[src/rtl/apb_pkg.sv]
// rtl/apb_pkg.sv - shared APB state encodings and default bus widths
package apb_pkg;

  localparam int APB_ADDR_W = 8;
  localparam int APB_DATA_W = 8;

  typedef enum logic [1:0] {
    IDLE   = 2'b00,
    ACCESS = 2'b01,
    RESP   = 2'b10
  } apb_state_e;

endpackage

[src/rtl/apb_mem_array.sv]
// rtl/apb_mem_array.sv - byte memory, async clear, sync write, combinational read
module apb_mem_array #(
  parameter int DATA_W = 8,
  parameter int DEPTH  = 256,
  parameter int AW     = 8
) (
  input  logic              clk,
  input  logic              rst_n,
  input  logic              we,
  input  logic [AW-1:0]     waddr,
  input  logic [DATA_W-1:0] wdata,
  input  logic [AW-1:0]     raddr,
  output logic [DATA_W-1:0] rdata
);

  logic [DATA_W-1:0] mem [DEPTH];

  always_ff @(posedge clk or negedge rst_n) begin
    if (!rst_n) begin
      for (int k = 0; k < DEPTH; k++) begin
        mem[k] <= '0;
      end
    end else if (we) begin
      mem[waddr] <= wdata;
    end
  end

  assign rdata = mem[raddr];

endmodule

[src/rtl/apb_mem_completer.sv]
// rtl/apb_mem_completer.sv - APB completer with wait states backed by apb_mem_array
module apb_mem_completer
  import apb_pkg::*;
#(
  parameter int ADDR_W      = APB_ADDR_W,
  parameter int DATA_W      = APB_DATA_W,
  parameter int DEPTH       = 256,
  parameter int WAIT_CYCLES = 0
) (
  input  logic              pclk,
  input  logic              presetn,
  input  logic              psel,
  input  logic              penable,
  input  logic              pwrite,
  input  logic [ADDR_W-1:0] paddr,
  input  logic [DATA_W-1:0] pwdata,
  output logic [DATA_W-1:0] prdata,
  output logic              pready,
  output logic              pslverr,
  output logic [1:0]        stage
);

  localparam int MEM_AW = (DEPTH > 1) ? $clog2(DEPTH) : 1;
  // One extra bit so DEPTH == 2**ADDR_W is representable in the range check.
  localparam logic [ADDR_W:0] DEPTH_LIM = (ADDR_W + 1)'(DEPTH);

  apb_state_e        state;
  logic [3:0]        cnt;
  logic [ADDR_W-1:0] addr_q;
  logic [DATA_W-1:0] wdata_q;
  logic              wr_q;
  logic              in_range;
  logic              complete;
  logic              mem_we;
  logic [DATA_W-1:0] mem_rdata;

  assign in_range = ({1'b0, addr_q} < DEPTH_LIM);
  assign complete = (state == ACCESS) && psel && (cnt == 4'd0);
  assign mem_we   = complete && in_range && wr_q;
  assign stage    = state;

  apb_mem_array #(
    .DATA_W (DATA_W),
    .DEPTH  (DEPTH),
    .AW     (MEM_AW)
  ) u_mem (
    .clk   (pclk),
    .rst_n (presetn),
    .we    (mem_we),
    .waddr (addr_q[MEM_AW-1:0]),
    .wdata (wdata_q),
    .raddr (addr_q[MEM_AW-1:0]),
    .rdata (mem_rdata)
  );

  always_ff @(posedge pclk or negedge presetn) begin
    if (!presetn) begin
      state   <= IDLE;
      cnt     <= 4'd0;
      addr_q  <= '0;
      wdata_q <= '0;
      wr_q    <= 1'b0;
      prdata  <= '0;
      pready  <= 1'b0;
      pslverr <= 1'b0;
    end else begin
      case (state)
        IDLE: begin
          if (psel && !penable) begin
            addr_q  <= paddr;
            wdata_q <= pwdata;
            wr_q    <= pwrite;
            cnt     <= 4'(WAIT_CYCLES);
            state   <= ACCESS;
          end
        end
        ACCESS: begin
          // Dropping psel aborts even when the wait count has just expired.
          if (!psel) begin
            state <= IDLE;
          end else if (cnt != 4'd0) begin
            cnt <= cnt - 4'd1;
          end else begin
            pready <= 1'b1;
            if (!in_range) begin
              pslverr <= 1'b1;
            end else if (!wr_q) begin
              prdata <= mem_rdata;
            end
            state <= RESP;
          end
        end
        RESP: begin
          pready  <= 1'b0;
          pslverr <= 1'b0;
          state   <= IDLE;
        end
        default: state <= IDLE;
      endcase
    end
  end

endmodule

[config.mk]
export PLATFORM = sky130hd
export DESIGN_NAME = apb_mem_completer
export DESIGN_NICKNAME = d
export VERILOG_FILES = /design/src/rtl/apb_pkg.sv /design/src/rtl/apb_mem_array.sv /design/src/rtl/apb_mem_completer.sv
export SDC_FILE = /design/constraint.sdc
export NUM_CORES = 2
export LEC_CHECK = 0
export CAP_MARGIN = 20
export CORE_MARGIN = 5
export CORE_UTILIZATION = 58
export DETAILED_ROUTE_END_ITERATION = 12
export PLACE_DENSITY_LB_ADDON = 0.2
export SYNTH_ARGS = -nofsm -noshare
export SYNTH_HDL_FRONTEND = slang
export SYNTH_HIERARCHICAL = 1
export SYNTH_SLANG_ARGS = --single-unit
export TNS_END_PERCENT = 50
[constraint.sdc]
create_clock -name pclk -period 3.1 [get_ports pclk]
set_clock_uncertainty 0.1 [all_clocks]
set_input_delay 0.62 -clock pclk [delete_from_list [all_inputs] [get_ports pclk]]
set_output_delay 0.62 -clock pclk [all_outputs]
set_load 0.03 [all_outputs]
Word-level counts from Yosys, hierarchy flattened
Index checks and enable logic that the tools add are counted.
- register bits after elaboration: 2080
- word-level logic and storage cells: 309
- bitwise gates (word level): 3
- $add $sub $neg: 1
- eq/ne operators: 7
- reduce and logical (&&, ||, !) cells: 16
- mux-type cells: 17
- magnitude comparators: 2
- operators with widths (kind ; number):
    bitwise mux 2048 bit ; 1
    binary-select mux 8 bit (select 8 bit) ; 1
    demux 8 bit (select 8 bit) ; 1
    two-way mux 8 bit ; 3
    two-way mux 4 bit ; 3
    >= comparator 9 bit (second input constant) ; 1
    less-than comparator 9 x 1 -> 1 bit (second input constant) ; 1
    inverter 8 -> 9 bit ; 1
    one-hot mux 4 bit (2 select lines) ; 1
    AND reduction 4 bit ; 2
    two-way mux 2 bit ; 3
    != test 2 bit (second input constant) ; 3
    logical AND 1 bit ; 5
    zero test 4 bit ; 1
    one-hot mux 2 bit (2 select lines) ; 1
    AND reduction 2 bit ; 2
    nonzero test 2 bit ; 2
    nonzero test 4 bit ; 1
    subtractor 4 x 1 -> 4 bit (second input constant) ; 1
    != test 3 bit (second input constant) ; 1
    AND reduction 3 bit ; 1
    == test 2 x 1 -> 1 bit (second input constant) ; 1
    == test 2 bit (second input constant) ; 1
    zero test 2 bit ; 1
    5 further kinds ; 7

Depth between registers and ports, before layout
- depth after elaboration: 6
- mapped depth: 13
- depth with buffers taken out: 10

Modules after synthesis
The synthesis kept the hierarchy.
- by module, submodules not included (module ; cells each ; times used ; area each (sq um) ; sequential area each (sq um)):
    apb_mem_array ; 6068 ; 1 ; 93400.8 ; 51249.2
    apb_mem_completer ; 124 ; 1 ; 1338.8 ; 800.8

Worst setup path before layout
OpenSTA, ideal clock, no wires.
- path type: reg-to-reg
- start: register cnt[0]
- end: register u_mem/mem[1504] (netlist name)
- required time: 2875 ps
- path buffers: 1
- cell stages (with the launch flop): 12
- setup slack: 78 ps
- arrival: 2798 ps
- library setup time: 125 ps
- cells stage by stage: dfrtp_1 > inv_1 > ha_1 > or3b_4 > nor2_1 > and2_1 > or3b_1 > inv_1 > nand3_1 > buf_2 > nor2_2 > mux2_2
- word-level cells in the longest chain between the ends: 3
- ends and longest elaborated chain (what ; line ; text):
    from (decl) ; apb_mem_completer.sv:28 ; logic [3:0] cnt;
    from (signal assigned) ; apb_mem_completer.sv:73 ; cnt <= 4'(WAIT_CYCLES);
    from (signal assigned) ; apb_mem_completer.sv:82 ; cnt <= cnt - 4'd1;
    zero test 4 bit ; apb_mem_completer.sv:38 ; assign complete = (state == ACCESS) && psel && (cnt == 4'd0);
    logical AND 1 bit ; apb_mem_completer.sv:38 ;
    logical AND 1 bit ; apb_mem_completer.sv:39 ; assign mem_we = complete && in_range && wr_q;
    via mem_we ; apb_mem_completer.sv:34 ; logic mem_we;
    to (signal, indexed assignment) ; apb_mem_array.sv:24 ; mem[waddr] <= wdata;
    to (decl) ; apb_mem_array.sv:16 ; logic [DATA_W-1:0] mem [DEPTH];
The timed path passes the listed nets, and every way through them passes these cells.
A chain may end at the register's enable or synchronous reset.

Worst setup path in the final report
- start: register addr_q[0]
- end: register prdata[4]
- word-level cells in the longest chain between the ends: 4
- ends and longest elaborated chain (what ; line ; text):
    from (decl) ; apb_mem_completer.sv:29 ; logic [ADDR_W-1:0] addr_q;
    from (signal assigned) ; apb_mem_completer.sv:70 ; addr_q <= paddr;
    inverter 8 -> 9 bit (implied by the code) ; apb_mem_array.sv:28 ; assign rdata = mem[raddr];
    binary-select mux 8 bit (select 8 bit) ; apb_mem_array.sv:28 ;
    two-way mux 8 bit (implied by the code) (2 in a row) ; apb_mem_array.sv:28 ;
    via mem_rdata[4] ; apb_mem_completer.sv:35 ; logic [DATA_W-1:0] mem_rdata;
    to (signal assigned) ; apb_mem_completer.sv:88 ; prdata <= mem_rdata;
    to (decl) ; apb_mem_completer.sv:17 ; output logic [DATA_W-1:0] prdata,
The timed path passes the listed nets, and every way through them passes these cells. The select of a mux whose other input is x is not followed.

==> summary.txt <==
Routing
  – DRT Pass-1 Iters: 6
  – Vias per Instance: 6.40
  – Routed len/inst: 28.9 um
  – Met2 WL: 125 mm
  – Drt total wl: 267 mm
  – Top Layer Used: met4
  – Remaining antenna violation count: 0
  – Met3 Wirelength: 19.6 mm
  – DRC errors left: 0
  – M1 wire length: 112 mm
  – DRT iter0 DRCs: 5099
  – Via Count: 59100

Floorplanning
  – Die Ht: 414 um
  – Die area: 172000 um^2
  – Row count: 148
  – Initial Util: 0.583
  – Die X: 414 um
  – CORE AREA: 163000 um^2
  – I/O Pins: 33

Power and ir drop
  – Worst VDD drop: 0.694 mV
  – Pwr Total: 75.9 mW
  – P per Cell Area: 665 nW/um^2
  – Pleak: 54.6 nW

Yosys
  – Synth area leader: dfrtp_1
  – Post-synthesis register bit count: 2080
  – Top cell type's share of synthesized area: 0.549
  – Sequential area share after synthesis: 0.549
  – Mapped Cells: 6192
  – Syn Area/Cell: 15.3 um^2
  – Synth Warn #: 6
  – Mapped Nets: 6215
  – Main area contributors after synthesis: dfrtp_1 55%, mux2_2 24%, mux4_2 10%
  – Ys flop type: dfrtp_1
  – Async SR Flop Fraction: 1.00
  – Synthesized area: 94700 um^2
  – EDFF count, synth: 0
  – Synth unique cells: 73

Cells and area
  – Ant. Diodes: 0
  – Filler cells: 10600
  – Final core occ: 0.702
  – Ratio of cells with drive above 1 in the final layout: 0.565
  – Nets: 6914
  – Synthesis-to-finish area growth: 20.5%

Critical path
  – Worst Path Required: 3720 ps
  – Delay-heaviest family, CP: buffers and inverters
  – Crit path cell chain: buf_12 > buf_12 > buf_12 > buf_6 > mux4_2 > a22o_4 > a221oi_4 > buf_6 > o32ai_4 > nor3_4 > nor4_4 > mux2_4
  – WS Path Type: reg2reg
  – CP max stage cell: dfrtp_4
  – Cell mode on critical path: buf_12
  – Worst Setup End Kind: flop
  – Worst Path Arrival: 3950 ps
  – CP Max Fanout: 8
  – CP startpoint kind: flop
  – Critical path's largest stage delay: 500 ps
  – CP Buf/Inv Count: 5

Clock tree
  – Clk root buf: clkbuf_16
  – Clock latency on the worst-skew pair: 850 ps
  – H-tree depth: 4
  – CTS Buf Count: 211
  – Clock Sinks: 2080
  – CTS tree: built
  – Clk buf depth: 3
  – Clock slew at reported path FFs: 60 ps

GRT
  – Grt ovf: 0
  – Number of global-route vias before repair: 62100
  – Initial antenna violation count: 4
  – Pin count of the biggest net entering global routing: 127
  – GRT Total Usage: 0.309
  – First-pass GRT wire length: 405 mm

STA
  – Relative slew slack: 0.245
  – TNS Setup: -1180 ps
  – Final Critical Period: 3320 ps
  – Fin crit share: 1.07
  – Final Hold Viols: 0
  – Final setup vio count: 8
  – Slew @ Worst Pin: 1130 ps
  – Max-slew violation count: 0
  – RSZ-0062 raised after global routing: true
  – Fin worst setup slack: -222 ps
  – Fmax: 301 MHz

Run status
  – Failing checks: setup timing
  – Status: complete, but fails checks

Place
  – Number of port buffers: 31
  – Placer Congestion: 0.914
  – Placed wire-length estimate: 176 mm

Run
  – MaxCap Viol Count: 0

Min path
  – Tightest Hold Check Type: in2reg
==> per-layer routing <==
metal  GRT usage  up-vias
li1            -    24600
met1       0.441    31900
met2       0.475     2064
met3      0.0648      525
met4       0.118        0
met5           0        -
==> synth_stat cells, types with 6 or more instances <==
library cell,count
a22o_1,47
clkbuf_1,301
mux4_2,422
buf_2,79
dfrtp_1,2080
nor4_1,16
o32ai_1,12
buf_4,28
mux4_1,7
nor3_1,31
nand2_1,187
nand2b_1,13
buf_6,26
o22ai_1,42
o21ai_0,31
inv_1,10
a221oi_1,39
o221ai_1,18
a21oi_1,72
o21ai_1,7
buf_1,9
mux2i_1,149
nor2_2,11
nand4_1,6
buf_12,17
nor4_2,6
mux2_1,51
nand3_1,32
nor2_1,204
nor2b_1,13
buf_8,6
mux2_2,2007
a211oi_1,21
a22oi_1,108
==> worst reg2reg max path: stages, from the launching register on <==
cell      delay, ps
dfrtp_4         500
buf_12          170
buf_12          140
buf_12          130
buf_6           120
mux4_2          450
a22o_4          260
a221oi_4        210
buf_6           180
o32ai_4         140
nor3_4          410
nor4_4          130
mux2_4          280
==> what timing repair did <==
item                                    4_1_cts  5_1_grt
buffers inserted                             56       14
endpoints found under the setup margin     1494      846
pin swaps                                    65       87
resized for setup                           246      368
hold buffers                                  1        0
gates cloned                                  9        2
endpoints found under the hold margin        97        0
==> cell families after synthesis <==
logic type	share of synthesized area
other	0.0000396
AO/OA/AOI/OAI	0.0335
XOR/XNOR	0.0000925
buffers and inverters	0.0268
flip-flops	0.549
multiplexers	0.363
adder cells (fa/ha/maj)	0.000264
AND/OR/NAND/NOR	0.0265
==> sequential cells by signal, indices dropped and copies added, names as in the netlist <==
signal and flops:
prdata 8, addr_q 8, wr_q 1, stage 2
cnt 4, pready 1, wdata_q 8, u_mem/mem 2048
==> metrics by stage <==
stage	hold slack (ps)	cells	setup slack (ps)	area [um^2]
6_report	197	9243	-222	114000
5_1_grt	192	9243	-271	114000
4_1_cts	137	9231	-180	112000
3_5_place_dp	380	8785	-866	104000
3_3_place_gp	368	8785	-828	104000
2_1_floorplan	224	6192	77.7	94700
==> power by group <==
part	switching, mW	internal (mW)
registers	1.11	27.7
clock network	10.8	14.7
logic	13.2	8.45
total	25.1	50.8
==> area by class of cell <==
class                      instances  area, um^2  share of cell area
sequential                      2080       52100               0.456
inverter                          12        47.5            0.000417
tap                             2175        2720              0.0238
multi-input combinational       3634       42400               0.371
clock buffer                     325        6280              0.0550
clock inverter                    65         652             0.00571
timing repair buffer             952        9990              0.0875
==> final timing paths <==
path	cells after the start	slack, ps	end	start
worst max-delay path	12	-220	prdata[4]	addr_q[0]
worst min-delay path	3	200	wr_q	pwrite
worst max register to register	12	-220	prdata[4]	addr_q[0]
worst min register to register	1	390	u_mem/mem[1790]	u_mem/mem[1790]
max in group asynchronous	3	1410	wdata_q[7]	presetn
min in group asynchronous	2	260	u_mem/mem[177]	presetn
==> cell usage in the layout (no fill, tap or decap), types with 98 or more instances in the layout <==
| master | netlist | final |
|---|---|---|
| nand2_1 | 187 | 164 |
| clkbuf_16 | 0 | 216 |
| mux2_2 | 2007 | 1896 |
| mux2i_1 | 149 | 145 |
| a22oi_1 | 108 | 98 |
| buf_4 | 28 | 649 |
| buf_12 | 17 | 151 |
| mux4_2 | 422 | 422 |
| dfrtp_1 | 2080 | 2066 |
| nor2_1 | 204 | 145 |
| mux2_4 | 0 | 111 |
No activity file was read; power rests on OpenSTA's default activity.
